[config.mk]
export PLATFORM = sky130hd
export DESIGN_NAME = alu_share_arbiter_flat
export DESIGN_NICKNAME = d
export VERILOG_FILES = /design/src/rtl/alu_share_arbiter_if.sv /design/src/rtl/alu_share_arbiter.sv /design/src/flat_wrapper.sv
export SDC_FILE = /design/constraint.sdc
export NUM_CORES = 1
export LEC_CHECK = 0
export CORE_AREA = 3 3 307 309
export DETAILED_ROUTE_END_ITERATION = 7
export DIE_AREA = 0 0 310 312
export MAX_ROUTING_LAYER = met4
export PLACE_DENSITY = 0.4
export SETUP_SLACK_MARGIN = 0.15
export SLEW_MARGIN = 20
export SYNTH_ARGS = -nofsm -noshare
export SYNTH_HDL_FRONTEND = slang
export SYNTH_SLANG_ARGS = --single-unit
export TNS_END_PERCENT = 50
[constraint.sdc]
create_clock -name clk -period 4.8 [get_ports clk]
set_clock_uncertainty 0.1 [all_clocks]
set_input_delay 0.96 -clock clk [delete_from_list [all_inputs] [get_ports clk]]
set_output_delay 0.96 -clock clk [all_outputs]
set_load 0.1 [all_outputs]
[src/rtl/alu_share_arbiter_if.sv]
// alu_share_arbiter_if
//   Bundles every bus signal around the shared ALU arbiter.
//   Requester side : req_valid/req_ready/req_cmd handshake plus the
//                    rsp_valid/rsp_data/rsp_addr response and the
//                    grant_id/busy status.
//   ALU side       : registered operands alu_* driven to the ALU and
//                    the combinational results alu_rd/alu_mem_addr.
//   Modports       : slave  - the arbiter itself
//                    master - the surrounding environment (requesters + ALU)
//   req_cmd packing: requester i occupies [i*CMD_W +: CMD_W]; fields MSB
//                    to LSB are {pc, rs1, rs2, imm[11:0], shamt[4:0],
//                    funct7[6:0], funct3[2:0], opcode[6:0]}.
interface alu_share_arbiter_if #(
  parameter int WIDTH   = 32,
  parameter int NUM_REQ = 4,
  parameter int ID_W    = 2
);
  localparam int CMD_W = 3*WIDTH + 34;

  logic [NUM_REQ-1:0]       req_valid;
  logic [NUM_REQ-1:0]       req_ready;
  logic [NUM_REQ*CMD_W-1:0] req_cmd;

  logic [WIDTH-1:0]         alu_pc;
  logic [WIDTH-1:0]         alu_rs1;
  logic [WIDTH-1:0]         alu_rs2;
  logic [11:0]              alu_imm;
  logic [4:0]               alu_shamt;
  logic [6:0]               alu_funct7;
  logic [2:0]               alu_funct3;
  logic [6:0]               alu_opcode;
  logic [WIDTH-1:0]         alu_rd;
  logic [WIDTH-1:0]         alu_mem_addr;

  logic [NUM_REQ-1:0]       rsp_valid;
  logic [WIDTH-1:0]         rsp_data;
  logic [WIDTH-1:0]         rsp_addr;
  logic [ID_W-1:0]          grant_id;
  logic                     busy;

  modport slave (
    input  req_valid, req_cmd, alu_rd, alu_mem_addr,
    output req_ready, alu_pc, alu_rs1, alu_rs2, alu_imm, alu_shamt,
           alu_funct7, alu_funct3, alu_opcode,
           rsp_valid, rsp_data, rsp_addr, grant_id, busy
  );

  modport master (
    output req_valid, req_cmd, alu_rd, alu_mem_addr,
    input  req_ready, alu_pc, alu_rs1, alu_rs2, alu_imm, alu_shamt,
           alu_funct7, alu_funct3, alu_opcode,
           rsp_valid, rsp_data, rsp_addr, grant_id, busy
  );
endinterface

[src/rtl/alu_share_arbiter.sv]
// alu_share_arbiter
//   Shares one combinational ALU between NUM_REQ requesters. A winner is
//   picked in IDLE, its command is latched into the alu_* registers, the
//   ALU result is captured one cycle later and returned as a one-cycle
//   one-hot rsp_valid pulse. Each operation occupies exactly three cycles
//   (IDLE -> EXEC -> RESP); there is no pipelining.
// Ports
//   clk - system clock
//   rst - synchronous active-high reset (aborts any in-flight operation)
//   bus - alu_share_arbiter_if.slave: requester handshake, ALU operand /
//         result bus, response and status outputs
// Build option
//   ALU_ARB_FIXED_PRIO_EN - when defined, lowest requester index always
//   wins and the round-robin pointer is dropped. Undefined (default):
//   round-robin starting after the last winner.
module alu_share_arbiter #(
  parameter int WIDTH   = 32,
  parameter int NUM_REQ = 4,
  parameter int ID_W    = 2
) (
  input logic             clk,
  input logic             rst,
  alu_share_arbiter_if.slave bus
);
  localparam int CMD_W   = 3*WIDTH + 34;
  localparam int OP_LSB  = 0;
  localparam int F3_LSB  = 7;
  localparam int F7_LSB  = 10;
  localparam int SH_LSB  = 17;
  localparam int IMM_LSB = 22;
  localparam int RS2_LSB = 34;
  localparam int RS1_LSB = 34 + WIDTH;
  localparam int PC_LSB  = 34 + 2*WIDTH;

  typedef enum logic [1:0] {ST_IDLE, ST_EXEC, ST_RESP} state_t;

  state_t             r_state;
  logic [ID_W-1:0]    r_grant_id;
`ifndef ALU_ARB_FIXED_PRIO_EN
  logic [ID_W-1:0]    r_rr_ptr;
`endif
  logic [WIDTH-1:0]   r_alu_pc;
  logic [WIDTH-1:0]   r_alu_rs1;
  logic [WIDTH-1:0]   r_alu_rs2;
  logic [11:0]        r_alu_imm;
  logic [4:0]         r_alu_shamt;
  logic [6:0]         r_alu_funct7;
  logic [2:0]         r_alu_funct3;
  logic [6:0]         r_alu_opcode;
  logic [NUM_REQ-1:0] r_rsp_valid;
  logic [WIDTH-1:0]   r_rsp_data;
  logic [WIDTH-1:0]   r_rsp_addr;

  logic [CMD_W-1:0]   w_cmd [NUM_REQ];
  logic [CMD_W-1:0]   w_sel_cmd;
  logic [NUM_REQ-1:0] w_ready;
  logic [NUM_REQ-1:0] w_grant_onehot;
  logic               w_found;
  logic [ID_W-1:0]    w_winner;
  logic [ID_W-1:0]    w_idx;

  genvar gi;
  generate
    for (gi = 0; gi < NUM_REQ; gi++) begin : g_lane
      assign w_cmd[gi]          = bus.req_cmd[gi*CMD_W +: CMD_W];
      // Ready is suppressed while rst is high so no requester sees a
      // handshake that the reset edge would throw away.
      assign w_ready[gi]        = (r_state == ST_IDLE) && !rst && w_found &&
                                  (w_winner == ID_W'(gi));
      assign w_grant_onehot[gi] = (r_grant_id == ID_W'(gi));
    end
  endgenerate

  // Winner search. The loop runs from lowest to highest priority so the
  // last hit (highest priority) is the one that sticks.
  always_comb begin
    w_found  = 1'b0;
    w_winner = '0;
    w_idx    = '0;
`ifdef ALU_ARB_FIXED_PRIO_EN
    for (int k = NUM_REQ - 1; k >= 0; k--) begin
      w_idx = ID_W'(k);
      if (bus.req_valid[w_idx]) begin
        w_found  = 1'b1;
        w_winner = w_idx;
      end
    end
`else
    // Priority order is rr_ptr+1, rr_ptr+2, ... with wrap-around; works
    // for NUM_REQ that is not a power of two.
    for (int k = NUM_REQ; k >= 1; k--) begin
      if (int'(r_rr_ptr) + k >= NUM_REQ) begin
        w_idx = ID_W'(int'(r_rr_ptr) + k - NUM_REQ);
      end else begin
        w_idx = ID_W'(int'(r_rr_ptr) + k);
      end
      if (bus.req_valid[w_idx]) begin
        w_found  = 1'b1;
        w_winner = w_idx;
      end
    end
`endif
  end

  assign w_sel_cmd = w_cmd[w_winner];

  always_ff @(posedge clk) begin
    if (rst) begin
      r_state      <= ST_IDLE;
      r_grant_id   <= '0;
`ifndef ALU_ARB_FIXED_PRIO_EN
      r_rr_ptr     <= ID_W'(NUM_REQ - 1);
`endif
      r_alu_pc     <= '0;
      r_alu_rs1    <= '0;
      r_alu_rs2    <= '0;
      r_alu_imm    <= '0;
      r_alu_shamt  <= '0;
      r_alu_funct7 <= '0;
      r_alu_funct3 <= '0;
      r_alu_opcode <= '0;
      r_rsp_valid  <= '0;
      r_rsp_data   <= '0;
      r_rsp_addr   <= '0;
    end else begin
      r_rsp_valid <= '0;
      case (r_state)
        ST_IDLE: begin
          if (w_found) begin
            r_alu_pc     <= w_sel_cmd[PC_LSB  +: WIDTH];
            r_alu_rs1    <= w_sel_cmd[RS1_LSB +: WIDTH];
            r_alu_rs2    <= w_sel_cmd[RS2_LSB +: WIDTH];
            r_alu_imm    <= w_sel_cmd[IMM_LSB +: 12];
            r_alu_shamt  <= w_sel_cmd[SH_LSB  +: 5];
            r_alu_funct7 <= w_sel_cmd[F7_LSB  +: 7];
            r_alu_funct3 <= w_sel_cmd[F3_LSB  +: 3];
            r_alu_opcode <= w_sel_cmd[OP_LSB  +: 7];
            r_grant_id   <= w_winner;
`ifndef ALU_ARB_FIXED_PRIO_EN
            r_rr_ptr     <= w_winner;
`endif
            r_state      <= ST_EXEC;
          end
        end
        ST_EXEC: begin
          r_rsp_data   <= bus.alu_rd;
          r_rsp_addr   <= bus.alu_mem_addr;
          r_rsp_valid  <= w_grant_onehot;
          // Park the ALU on opcode 0 (RD=0) while the result is returned.
          r_alu_opcode <= '0;
          r_state      <= ST_RESP;
        end
        ST_RESP: begin
          r_state <= ST_IDLE;
        end
        default: begin
          r_state <= ST_IDLE;
        end
      endcase
    end
  end

  assign bus.req_ready  = w_ready;
  assign bus.alu_pc     = r_alu_pc;
  assign bus.alu_rs1    = r_alu_rs1;
  assign bus.alu_rs2    = r_alu_rs2;
  assign bus.alu_imm    = r_alu_imm;
  assign bus.alu_shamt  = r_alu_shamt;
  assign bus.alu_funct7 = r_alu_funct7;
  assign bus.alu_funct3 = r_alu_funct3;
  assign bus.alu_opcode = r_alu_opcode;
  assign bus.rsp_valid  = r_rsp_valid;
  assign bus.rsp_data   = r_rsp_data;
  assign bus.rsp_addr   = r_rsp_addr;
  assign bus.grant_id   = r_grant_id;
  assign bus.busy       = (r_state != ST_IDLE);
endmodule

[src/flat_wrapper.sv]
// flat-port wrapper written by rule: the top's interface ports become plain ports
module alu_share_arbiter_flat 
#(
  parameter int WIDTH   = 32,
  parameter int NUM_REQ = 4,
  parameter int ID_W    = 2
)
  (clk, rst, bus_req_valid, bus_req_cmd, bus_alu_rd, bus_alu_mem_addr, bus_req_ready, bus_alu_pc, bus_alu_rs1, bus_alu_rs2, bus_alu_imm, bus_alu_shamt, bus_alu_funct7, bus_alu_funct3, bus_alu_opcode, bus_rsp_valid, bus_rsp_data, bus_rsp_addr, bus_grant_id, bus_busy);
  alu_share_arbiter_if #(.WIDTH(WIDTH), .NUM_REQ(NUM_REQ), .ID_W(ID_W)) bus_i ();
  input logic clk;
  input logic rst;
  input wire logic [$bits(bus_i.req_valid)-1:0] bus_req_valid;
  input wire logic [$bits(bus_i.req_cmd)-1:0] bus_req_cmd;
  input wire logic [$bits(bus_i.alu_rd)-1:0] bus_alu_rd;
  input wire logic [$bits(bus_i.alu_mem_addr)-1:0] bus_alu_mem_addr;
  output wire logic [$bits(bus_i.req_ready)-1:0] bus_req_ready;
  output wire logic [$bits(bus_i.alu_pc)-1:0] bus_alu_pc;
  output wire logic [$bits(bus_i.alu_rs1)-1:0] bus_alu_rs1;
  output wire logic [$bits(bus_i.alu_rs2)-1:0] bus_alu_rs2;
  output wire logic [$bits(bus_i.alu_imm)-1:0] bus_alu_imm;
  output wire logic [$bits(bus_i.alu_shamt)-1:0] bus_alu_shamt;
  output wire logic [$bits(bus_i.alu_funct7)-1:0] bus_alu_funct7;
  output wire logic [$bits(bus_i.alu_funct3)-1:0] bus_alu_funct3;
  output wire logic [$bits(bus_i.alu_opcode)-1:0] bus_alu_opcode;
  output wire logic [$bits(bus_i.rsp_valid)-1:0] bus_rsp_valid;
  output wire logic [$bits(bus_i.rsp_data)-1:0] bus_rsp_data;
  output wire logic [$bits(bus_i.rsp_addr)-1:0] bus_rsp_addr;
  output wire logic [$bits(bus_i.grant_id)-1:0] bus_grant_id;
  output wire logic [$bits(bus_i.busy)-1:0] bus_busy;
  assign bus_i.req_valid = bus_req_valid;
  assign bus_i.req_cmd = bus_req_cmd;
  assign bus_i.alu_rd = bus_alu_rd;
  assign bus_i.alu_mem_addr = bus_alu_mem_addr;
  assign bus_req_ready = bus_i.req_ready;
  assign bus_alu_pc = bus_i.alu_pc;
  assign bus_alu_rs1 = bus_i.alu_rs1;
  assign bus_alu_rs2 = bus_i.alu_rs2;
  assign bus_alu_imm = bus_i.alu_imm;
  assign bus_alu_shamt = bus_i.alu_shamt;
  assign bus_alu_funct7 = bus_i.alu_funct7;
  assign bus_alu_funct3 = bus_i.alu_funct3;
  assign bus_alu_opcode = bus_i.alu_opcode;
  assign bus_rsp_valid = bus_i.rsp_valid;
  assign bus_rsp_data = bus_i.rsp_data;
  assign bus_rsp_addr = bus_i.rsp_addr;
  assign bus_grant_id = bus_i.grant_id;
  assign bus_busy = bus_i.busy;
  alu_share_arbiter #(.WIDTH(WIDTH), .NUM_REQ(NUM_REQ), .ID_W(ID_W)) u_core (.clk(clk), .rst(rst), .bus(bus_i));
endmodule
==> metrics.md, run 1 <==
| Metric | Value |
|---|---|
| Run status | finished, final reports clean |
| Crit-path slowest cell | clkdlybuf4s50_1 |
| Number of different library cells in the post-synthesis netlist | 38 |
| Setup TNS | 0 ns |
| Ratio of cells with drive above 1 in the final layout | 10.1% |
| Hold crit path type | flip-flop to flip-flop |
| Slack of the worst reg-to-reg path | 2.13 ns |
| Clock-pin slew on the worst setup and hold paths | 0.06 ns |
| Required time of the critical path | 3.74 ns |
| Insertion delay of the later-clocked pin in the worst-skew pair | 0.60 ns |
| Setup repair after global routing missed its margin | no |
| Final GP Congestion | 0.820 |
| Max FO, Critical Path | 7 |
| TritonCTS clock tree | done |
| Die Height | 312 um |
| Initial antenna violation count | 15 |
| CP Cell Sequence | clkdlybuf4s50_1 -> or2_2 -> o31ai_4 -> nor2_1 -> and2_1 -> buf_12 |
| Post-CTS setup-driven buffer insertion count | 0 |
| Peak Freq | 0.260 GHz |
| Detailed Place HPWL | 53.2 mm |
| Worst Tran Pin Value | 1.13 ns |
| Worst hold margin | 0.369 ns |
| Capture instance of the worst register-to-register path | u_core.bus.alu_rs2[18] |
| Yosys top cell by area | dfxtp_1 |
| Clk root buf | clkbuf_16 |
| Depth of the worst hold-timing path | 2 |
| Portion of the post-synthesis area used by sequential elements | 39.4% |
| Peak supply drop | 261 uV |
| Instance area after placement | 0.0195 mm^2 |
| I/O pin count | 795 |
| Pins Over Slew Limit | 0 |
| Die outline area | 0.0967 mm^2 |
| Element type at the critical path start | primary input |
| X dimension of the die | 310 um |
| Wire length of the first global-routing pass | 97.2 mm |
| NumNets Final | 2,424 |
| CP Data Arrival Time | 2.79 ns |
| Depth of the most critical reg-to-reg path | 6 |
| DR iter-0 viols | 560 |
| Post-layout instance area | 0.0205 mm^2 |
| Crit path capture type | output port |
| Leak pwr | 0.00702 uW |
| Layout Area Growth over Synthesis | 98.0% |
| Floorplan Core Area | 0.0917 mm^2 |
| Power Density | 397 mW/mm^2 |
| Hold worst-path end | u_core.bus.alu_opcode[6] |
| Gate count after technology mapping | 1,113 |
| Final Hold Viols | 0 |
| Sink count of the clock tree | 204 |
| Portion of the clock cycle consumed by the worst path in the final layout | 80.2% |
| Tightest slew margin relative to the limit | 24.7% |
| GRT Util Overall | 14.0% |
| Peak per-stage delay on the critical path | 0.59 ns |
| Pin count of the biggest net entering global routing | 128 |
| Most used DFF post-synth | dfxtp_1 |
| Filler cells | 9,904 |
| Quantity of gates resized following cts | 0 |
| Startpoint of the most critical hold path | u_core.bus.alu_opcode[6] |
| Number of synthesized register bits | 204 |
| Hold buffers post-CTS | 0 |
| Final wirelength | 70.5 mm |
| Routed length per instance | 23.1 um |
| Start point of the critical path | bus_req_valid[3] |
| Worst setup slack after placement | 0.928 ns |
| Netlist area before placement | 0.0104 mm^2 |
| Startpoint of the worst register-to-register path | u_core.r_rr_ptr[0] |
| Grt total ovfl | 0 |
| Commonest non-fill, non-tap cells in the layout | clkdlybuf4s50_1 (779), nand3_1 (246), dfxtp_1 (204), nor2_1 (136), a311oi_1 (123) |
| Share of flip-flops with an asynchronous set or reset | 0% |
| Fraction of synthesized cell area taken by the top area cell type | 39.4% |
| Most common cell after layout, fill and taps aside | clkdlybuf4s50_1 |
| EDFF count, synth | 0 |
| Initial Util | 11.3% |
| Vias per inst | 4.16 |
| Yosys warns | 0 |
| Min Tclk post-route | 3.85 ns |
| Post-DRT Antenna Nets | 0 |
| Num rows | 111 |
| Syn nets | 1,703 |
| Top area cells in the synthesized netlist | dfxtp_1 (39%), nand3_1 (12%), a221oi_2 (11%), a311oi_1 (10%), a22o_1 (5.4%) |
| Max-cap viol count | 0 |
| Number of global-route vias before repair | 13,600 |
| Input/output buffers | 794 |
| Avg Synthesized Cell Area | 9.32 um^2 |
| Setup slack of the critical path after layout | 0.948 ns |
| Total power | 8150 uW |
| Startpoint-to-endpoint class of the critical path | primary input to output port |
| Maximum count of clock buffers along a single path | 3 |
| DRC viols | 0 |
| Number of setup violations in the final report | 0 |
| H-tree depth | 1 |
| Via count | 12,700 |
| Number of search-and-repair iterations in the first detailed-routing pass | 4 |
| Number of buffers inserted during clock tree synthesis | 29 |
==> area by class of cell <==
type	count	area, um^2	share of cell area [%]
tap	1186	1480	7.23
sequential	204	4080	19.9
timing repair buffer	831	8400	40.9
multi-input combinational	764	5550	27.0
antenna	13	32.5	0.158
clock inverter	6	70.1	0.341
inverter	4	15.0	0.0731
clock buffer	47	903	4.40
==> layer usage <==
layer	wire, um	part of all wire [%]	global-route usage [%]	up-vias
met2	34400	49	24.1	561
li1	-	-	-	5893
met1	27700	39	15.2	6162
met3	5980	8.5	4.40	80
met5	0	0	-	-
met4	2410	3.4	4.58	0
==> cells by family (layout without fill, tap and decap cells) <==
group | after synthesis | after routing | synth area share (%)
AND/OR/NAND/NOR | 412 | 412 | 18.4
AO/OA/AOI/OAI | 338 | 338 | 32.9
flip-flops | 204 | 204 | 39.4
buffers and inverters | 145 | 888 | 7.93
multiplexers | 14 | 14 | 1.35
other | 0 | 13 | 0
==> sequential cells by signal, summed over array words and instances, names as in the netlist <==
signal	count
u_core.bus.rsp_addr	32
u_core.bus.alu_imm	12
u_core.bus.rsp_valid	4
u_core.bus.alu_funct7	7
u_core.bus.alu_rs2	32
u_core.bus.alu_opcode	7
u_core.bus.rsp_data	32
u_core.bus.alu_rs1	32
u_core.r_rr_ptr	2
u_core.r_state	2
u_core.bus.alu_shamt	5
u_core.bus.alu_pc	32
u_core.bus.grant_id	2
u_core.bus.alu_funct3	3
==> per-stage QoR <==
stage | std cells | util (%)
floorplan | 1113 | -
global placement | 2989 | 21.3
detailed placement | 2989 | 21.3
CTS | 3042 | 22.4
global route | 3055 | 22.4
finish | 3055 | 22.4
==> power breakdown <==
| part | switching, uW | internal [uW] |
|---|---|---|
| Sequential | 139 | 1910 |
| Combinational | 2640 | 1210 |
| Clock | 916 | 1330 |
==> worst max-delay path, delay by kind of cell <==
| family | cells | cell delay (ns) |
|---|---|---|
| and+or+nand+nor | 3 | 0.96 |
| AOI/OAI and AO/OA | 1 | 0.08 |
| buffers and inverters | 2 | 0.78 |
==> worst max-delay path by stage <==
stage | endpoint | cells after the start
after floorplan | bus_req_ready[0] | 7
after CTS | bus_req_ready[0] | 6
after global placement | bus_req_ready[3] | 6
final | bus_req_ready[1] | 6
after detailed placement | bus_req_ready[0] | 6
after global routing | bus_req_ready[0] | 6
==> synth_stat cells, drive strengths merged, types with 2 or more instances <==
cell	count
dfxtp	204
nand2b	3
buf	85
nor2	136
o221ai	7
nor3b	2
o211a	2
mux2i	14
a21oi	5
and3	2
and2	5
a21o	2
a311oi	123
a221oi	123
a22o	64
nor2b	3
nand2	11
o21ai	6
nand3	247
inv	4
clkbuf	56
Note: power is estimated with default switching activity, not from simulation.
==> inputs of run 2 (changes only) <==
Settings changed: CORE_AREA 3 3 307 309 to 3 3 311 313, DIE_AREA 0 0 310 312 to 0 0 314 316, PLACE_DENSITY 0.4 to 0.39.
Clock period 4.8 ns to 3.75 ns, I/O delays scaled along.
==> run 2 against run 1 <==
  * Sequential power rose by 27%
  * Flip-flop and latch count did not move
  * Clock power rose by 43%
  * Power rose by 32%
  * Sequential share of layout area fell by 0.13 points
  * Global-route usage fell by 0.63 points
  * Hold slack got worse by 0.0029 ns
  * Critical path depth did not move
  * Register-to-register slack got worse by 0.85 ns
  * Design area rose by 0.66%
  * Clock-buffer cell count fell by 3
  * Die area rose by 2.6%
  * Critical path type unchanged
  * Largest cell class unchanged
==> metrics.md, run 2 (synthesis results as in run 1) <==
| Metric | Value |
|---|---|
| Instance area after placement | 0.0195 mm^2 (about the same) |
| Setup repair after global routing missed its margin | no (unchanged) |
| Via count | 12,700 (about the same) |
| DRC viols | 0 (unchanged) |
| Post-CTS setup-driven buffer insertion count | 0 (unchanged) |
| CP Cell Sequence | clkdlybuf4s50_1 -> or2_2 -> a21oi_1 -> a21o_4 -> and2_1 -> buf_12 (was clkdlybuf4s50_1 -> or2_2 -> o31ai_4 -> nor2_1 -> and2_1 -> buf_12) |
| Run status | finished, final reports clean (unchanged) |
| Startpoint-to-endpoint class of the critical path | primary input to output port (unchanged) |
| Element type at the critical path start | primary input (unchanged) |
| Crit-path slowest cell | clkdlybuf4s50_1 (unchanged) |
| Insertion delay of the later-clocked pin in the worst-skew pair | 0.61 ns (was 0.60 ns) |
| Wire length of the first global-routing pass | 95.5 mm (was 97.2 mm) |
| Setup TNS | 0 ns (unchanged) |
| Final GP Congestion | 0.836 (was 0.820) |
| Sw power | 4730 uW (was 3690 uW) |
| Input/output buffers | 794 (unchanged) |
| Combinational share of power | 45.6% (was 47.2%) |
| TritonCTS clock tree | done (unchanged) |
| Number of global-route vias before repair | 13,500 (was 13,600) |
| Min Tclk post-route | 3.36 ns |
| Final wirelength | 68.8 mm (was 70.5 mm) |
| Required time of the critical path | 2.90 ns (was 3.74 ns) |
| Hold buffers post-CTS | 0 (unchanged) |
| Post-layout instance area | 0.0207 mm^2 (was 0.0205 mm^2) |
| Crit path capture type | output port (unchanged) |
| Max FO, Critical Path | 7 (unchanged) |
| Vias per inst | 4.07 (was 4.16) |
| GRT Util Overall | 13.4% (was 14.0%) |
| Power Density | 519 mW/mm^2 (was 397 mW/mm^2) |
| Layout Area Growth over Synthesis | 99.3% (was 98.0%) |
| Fraction of power spent switching nets | 44.1% (was 45.3%) |
| Tightest slew margin relative to the limit | 29.5% (was 24.7%) |
| Peak Freq | 0.297 GHz |
| I/O pin count | 795 (unchanged) |
| Worst setup slack after placement | 0.264 ns (was 0.928 ns) |
| Worst path top cell family by delay | buffers and inverters (was simple AND/OR/NAND/NOR gates) |
| Sink count of the clock tree | 204 (unchanged) |
| Routed length per instance | 22.0 um (was 23.1 um) |
| Maximum count of clock buffers along a single path | 3 (unchanged) |
| Num rows | 113 (was 111) |
| X dimension of the die | 314 um (was 310 um) |
| Pin count of the biggest net entering global routing | 108 (was 128) |
| Number of setup violations in the final report | 0 (unchanged) |
| Cell count after placement | 3,061 (was 2,989) |
| Non-filler cells in the finished layout | 3,128 (was 3,055) |
| H-tree depth | 1 (unchanged) |
| CP Data Arrival Time | 2.51 ns (was 2.79 ns) |
| Initial Util | 11.0% (was 11.3%) |
| Pins Over Slew Limit | 0 (unchanged) |
| Initial antenna violation count | 14 (was 15) |
| Ratio of cells with drive above 1 in the final layout | 11.2% (was 10.1%) |
| Floorplan Core Area | 0.0946 mm^2 (was 0.0917 mm^2) |
| Number of buffers inserted during clock tree synthesis | 31 (was 29) |
| Hold crit path type | flip-flop to flip-flop (unchanged) |
| Max-cap viol count | 0 (unchanged) |
| Setup slack of the critical path after layout | 0.387 ns (was 0.948 ns) |
| Peak per-stage delay on the critical path | 0.50 ns (was 0.59 ns) |
| NumNets Final | 2,419 (was 2,424) |
| Clock-pin slew on the worst setup and hold paths | 0.06 ns (about the same) |
| Part of the power in the clock network | 30.0% (was 27.6%) |
| Number of search-and-repair iterations in the first detailed-routing pass | 5 (was 4) |
| Die outline area | 0.0992 mm^2 (was 0.0967 mm^2) |
| Internal | 5990 uW (was 4450 uW) |
| Die Height | 316 um (was 312 um) |
| Final Hold Viols | 0 (unchanged) |
| Commonest non-fill, non-tap cells in the layout | clkdlybuf4s50_1 (758), nand3_1 (246), dfxtp_1 (204), nor2_1 (135), a311oi_1 (123) (was clkdlybuf4s50_1 (779), nand3_1 (246), dfxtp_1 (204), nor2_1 (136), a311oi_1 (123)) |
| Post-DRT Antenna Nets | 0 (unchanged) |
| Peak supply drop | 301 uV (was 261 uV) |
| DR iter-0 viols | 568 (was 560) |
| Worst Tran Pin Value | 1.05 ns (was 1.13 ns) |
| Grt total ovfl | 0 (unchanged) |
| Detailed Place HPWL | 50.9 mm (was 53.2 mm) |
| Clk root buf | clkbuf_16 (unchanged) |
| Sequential fraction of design power | 24.4% (was 25.2%) |
| Buffer and inverter count on the worst path | 2 (unchanged) |
| Portion of the clock cycle consumed by the worst path in the final layout | 89.7% |
| Most common cell after layout, fill and taps aside | clkdlybuf4s50_1 (unchanged) |
| Leak pwr | 0.00708 uW (was 0.00702 uW) |
==> run 2: worst paths after layout <==
check,from,end,cells after the start,slack [ns]
worst max register to register,u_core.r_rr_ptr[0],u_core.bus.alu_rs1[21],6,1.28
worst min-delay path,u_core.bus.alu_opcode[6],u_core.bus.alu_opcode[6],2,0.37
worst min register to register,u_core.bus.alu_opcode[6],u_core.bus.alu_opcode[6],2,0.37
worst max-delay path,bus_req_valid[3],bus_req_ready[0],6,0.39
==> run 2: area by class of cell <==
type | instances | area [um^2]
timing repair buffer | 824 | 8310
clock buffer | 44 | 915
inverter | 4 | 15.0
fill | 10300 | 73900
multi-input combinational | 764 | 5550
tap | 1265 | 1580
clock inverter | 11 | 183
sequential | 204 | 4080
antenna | 12 | 30.0
==> run 2: power by group through the flow <==
stage          registers [uW]  clock network, uW  logic [uW]
2_1_floorplan            4560                  0        1270
3_3_place_gp             2650                  0        4930
3_5_place_dp             2660                  0        4940
4_1_cts                  2620               3380        4960
5_1_grt                  2650               3440        5100
6_report                 2610               3220        4880
==> run 2: through the flow <==
step | util [%] | power, uW | hold slack [ns]
final | 21.8 | 10700 | 0.366
after global routing | 21.8 | 11200 | 0.384
after global placement | 20.7 | 7580 | 0.351
after CTS | 21.8 | 11000 | 0.366
after detailed placement | 20.7 | 7600 | 0.351
after floorplan | - | 5830 | 0.477
==> run 2: per-layer routing <==
metal  share of wire (%)  wire length, um  GRT usage, %
met1                  37            25200          13.9
met2                  51            35000          23.5
met3                 9.5             6540          4.44
met4                 3.0             2050          4.81
met5                   0                0             -
==> run 2: worst reg2reg max path, delay by kind of cell, from the launching register on <==
family                 cells  cell delay (ns)
AO/OA/AOI/OAI              3             1.26
buffers and inverters      1             0.23
flip-flops                 1             0.42
AND/OR/NAND/NOR            2             0.30
==> run 2: timing repair <==
action / 4_1_cts / 5_1_grt
endpoints found under the hold margin: 0 / 0
resized for setup: 0 / 1
setup endpoints to repair: 0 / 1
==> inputs of run 3 (changes only) <==
Settings changed: CAP_MARGIN from default to 20, CORE_AREA 3 3 311 313 to 3 3 307 309, DIE_AREA 0 0 314 316 to 0 0 310 312, PLACE_DENSITY 0.39 to 0.41.
Clock period 3.75 ns to 2.85 ns, I/O delays scaled along.
==> run 3 against run 2 <==
  * Flip-flop and latch count unchanged
  * Critical path depth shrank 1
  * Non-clock buffer count is 116 higher
  * Sequential power grew 33%
  * Hold slack lost 0.11 ns
  * Design area rose by 2.9%
  * Routed wire length grew 8.0%
  * Clock-buffer cell count shrank 2
  * Global-route usage grew 1.5 points
  * Sequential share of layout area down 0.54 points
  * Power rose by 35%
  * Register-to-register slack worse by 0.78 ns
  * Critical path type is now flip-flop to output port
  * Critical endpoint is now bus_req_ready[1]
  * Largest cell class unchanged
  * Largest power group unchanged
==> metrics.md, run 3 (synthesis results as in run 1) <==
| Metric | Value |
|---|---|
| Run status | finished, final reports clean (unchanged) |
| Grt total ovfl | 0 (unchanged) |
| Portion of the clock cycle consumed by the worst path in the final layout | 91.7% |
| GRT Util Overall | 14.8% (was 13.4%) |
| Most common cell after layout, fill and taps aside | clkdlybuf4s50_1 (unchanged) |
| Peak Freq | 0.383 GHz |
| Floorplan Core Area | 0.0917 mm^2 (was 0.0946 mm^2) |
| Number of buffers inserted during clock tree synthesis | 31 (unchanged) |
| Pins Over Slew Limit | 0 (unchanged) |
| Power Density | 681 mW/mm^2 (was 519 mW/mm^2) |
| Depth of the worst hold-timing path | 2 (unchanged) |
| Peak supply drop | 453 uV (was 301 uV) |
| Wire length of the first global-routing pass | 103 mm (was 95.5 mm) |
| H-tree depth | 1 (unchanged) |
| Crit-path slowest cell | dfxtp_2 (was clkdlybuf4s50_1) |
| Clock-pin slew on the worst setup and hold paths | 0.06 ns (about the same) |
| CP Cell Sequence | nor2b_4 -> nor2_2 -> o311a_4 -> and2_2 -> buf_12 (was clkdlybuf4s50_1 -> or2_2 -> a21oi_1 -> a21o_4 -> and2_1 -> buf_12) |
| Via count | 13,300 (was 12,700) |
| Worst Tran Pin Value | 0.838 ns (was 1.05 ns) |
| Setup repair after global routing missed its margin | yes (was no) |
| Total power | 14,500 uW (was 10,700 uW) |
| Capture instance of the worst register-to-register path | u_core.bus.alu_funct7[6] (was u_core.bus.alu_rs1[21]) |
| Input/output buffers | 794 (unchanged) |
| Non-filler cells in the finished layout | 3,169 (was 3,128) |
| Hold crit path type | primary input to flip-flop (was flip-flop to flip-flop) |
| Layout Area Growth over Synthesis | 105% (was 99.3%) |
| Max-cap viol count | 0 (unchanged) |
| Tightest slew margin relative to the limit | 44.2% (was 29.5%) |
| TritonCTS clock tree | done (unchanged) |
| Leak pwr | 0.00801 uW (was 0.00708 uW) |
| Die Height | 312 um (was 316 um) |
| Insertion delay of the later-clocked pin in the worst-skew pair | 0.61 ns (about the same) |
| Initial antenna violation count | 18 (was 14) |
| Final wirelength | 74.3 mm (was 68.8 mm) |
| Buffer and inverter count on the worst path | 1 (was 2) |
| Number of global-route vias before repair | 14,400 (was 13,500) |
| Element type at the critical path start | flip-flop (was primary input) |
| CP Data Arrival Time | 1.94 ns (was 2.51 ns) |
| Worst path top cell family by delay | simple AND/OR/NAND/NOR gates (was buffers and inverters) |
| Worst hold margin | 0.254 ns (was 0.366 ns) |
| Crit path capture type | output port (unchanged) |
| Vias per inst | 4.20 (was 4.07) |
| Final Hold Viols | 0 (unchanged) |
| Peak per-stage delay on the critical path | 0.38 ns (was 0.50 ns) |
| DR iter-0 viols | 799 (was 568) |
| NumNets Final | 2,535 (was 2,419) |
| Ratio of cells with drive above 1 in the final layout | 25.9% (was 11.2%) |
| Num rows | 111 (was 113) |
| Detailed Place HPWL | 59.2 mm (was 50.9 mm) |
| Die outline area | 0.0967 mm^2 (was 0.0992 mm^2) |
| Number of setup violations in the final report | 0 (unchanged) |
| Depth of the most critical reg-to-reg path | 8 (was 6) |
| Pin count of the biggest net entering global routing | 65 (was 108) |
| Post-DRT Antenna Nets | 0 (unchanged) |
| Number of search-and-repair iterations in the first detailed-routing pass | 5 (unchanged) |
| Cell count after placement | 3,094 (was 3,061) |
| Startpoint-to-endpoint class of the critical path | flip-flop to output port (was primary input to output port) |
| I/O pin count | 795 (unchanged) |
| Slack of the worst reg-to-reg path | 0.50 ns (was 1.28 ns) |
| Initial Util | 11.3% (was 11.0%) |
| Clk root buf | clkbuf_16 (unchanged) |
| Startpoint of the worst register-to-register path | u_core.r_rr_ptr[0] (unchanged) |
| DRC viols | 0 (unchanged) |
| Final GP Congestion | 0.879 (was 0.836) |
| Min Tclk post-route | 2.61 ns |
| Commonest non-fill, non-tap cells in the layout | clkdlybuf4s50_1 (584), buf_4 (316), nand3_1 (246), dfxtp_1 (202), nor2_1 (132) (was clkdlybuf4s50_1 (758), nand3_1 (246), dfxtp_1 (204), nor2_1 (135), a311oi_1 (123)) |
| Required time of the critical path | 2.18 ns (was 2.90 ns) |
| Hold worst-path end | u_core.bus.alu_rs2[31] (was u_core.bus.alu_opcode[6]) |
| Maximum count of clock buffers along a single path | 3 (unchanged) |
| Routed length per instance | 23.4 um (was 22.0 um) |
| Startpoint of the most critical hold path | rst (was u_core.bus.alu_opcode[6]) |
| X dimension of the die | 310 um (was 314 um) |
| Sink count of the clock tree | 204 (unchanged) |
| Max FO, Critical Path | 8 (was 7) |
run 3: changes by cell type in the layout (fill, tap and decap cells not counted), sizes merged, moves of 2 or more:
cell,delta
dlygate4sd2,+4
clkinv,+2
buf,+286
clkinvlp,+3
clkbuf,-2
clkdlybuf4s50,-174
run 3: power breakdown:
part / total [uW] / leakage, uW / internal (uW) / switching [uW]
Combinational: 6790 / 0.00579 / 2250 / 4530
Clock: 4230 / 0.000537 / 2560 / 1670
Sequential: 3460 / 0.00169 / 3220 / 240
run 3: repair_timing:
item	in CTS	in global routing
endpoints found under the setup margin	5	3
hold buffers	0	0
pin swaps	4	0
setup buffers	4	0
gates resized for setup	14	5
gates cloned	0	0
run 3: worst max-delay path by stage:
stage                        from                        to  depth (start not counted)
6_report       u_core.r_rr_ptr[0]          bus_req_ready[1]                          5
4_1_cts        u_core.r_rr_ptr[0]          bus_req_ready[1]                          5
5_1_grt        u_core.r_rr_ptr[0]          bus_req_ready[1]                          5
2_1_floorplan    bus_req_valid[3]          bus_req_ready[0]                          7
3_3_place_gp     bus_req_valid[3]  u_core.bus.alu_funct7[6]                          9
3_5_place_dp     bus_req_valid[3]  u_core.bus.alu_funct7[6]                          9
run 3: per-stage QoR:
stage | instance area, um^2 | TNS [ns] | setup slack [ns] | utilization, %
floorplan | 10400 | 0 | 0.0987 | -
global placement | 20100 | -1.15 | -0.255 | 21.9
detailed placement | 20100 | -0.664 | -0.157 | 21.9
CTS | 21200 | 0 | 0.154 | 23.2
global route | 21300 | 0 | 0.135 | 23.2
finish | 21300 | 0 | 0.236 | 23.2
run 3: metal layers:
| metal | routed length [um] | vias to the layer above | GRT usage [%] |
|---|---|---|---|
| met3 | 6170 | 109 | 4.17 |
| li1 | - | 6133 | - |
| met1 | 27300 | 6431 | 15.3 |
| met2 | 38300 | 637 | 27.0 |
| met4 | 2490 | 0 | 4.79 |
| met5 | 0 | - | - |
run 3: final cells by class:
cell class | instances | area (um^2)
Antenna cell | 13 | 32.5
Clock buffer | 42 | 897
Clock inverter | 16 | 205
Fill cell | 9884 | 70400
Inverter | 4 | 15.0
Multi-Input combinational cell | 764 | 5580
Sequential cell | 204 | 4090
Tap cell | 1186 | 1480
Timing Repair Buffer | 940 | 8960
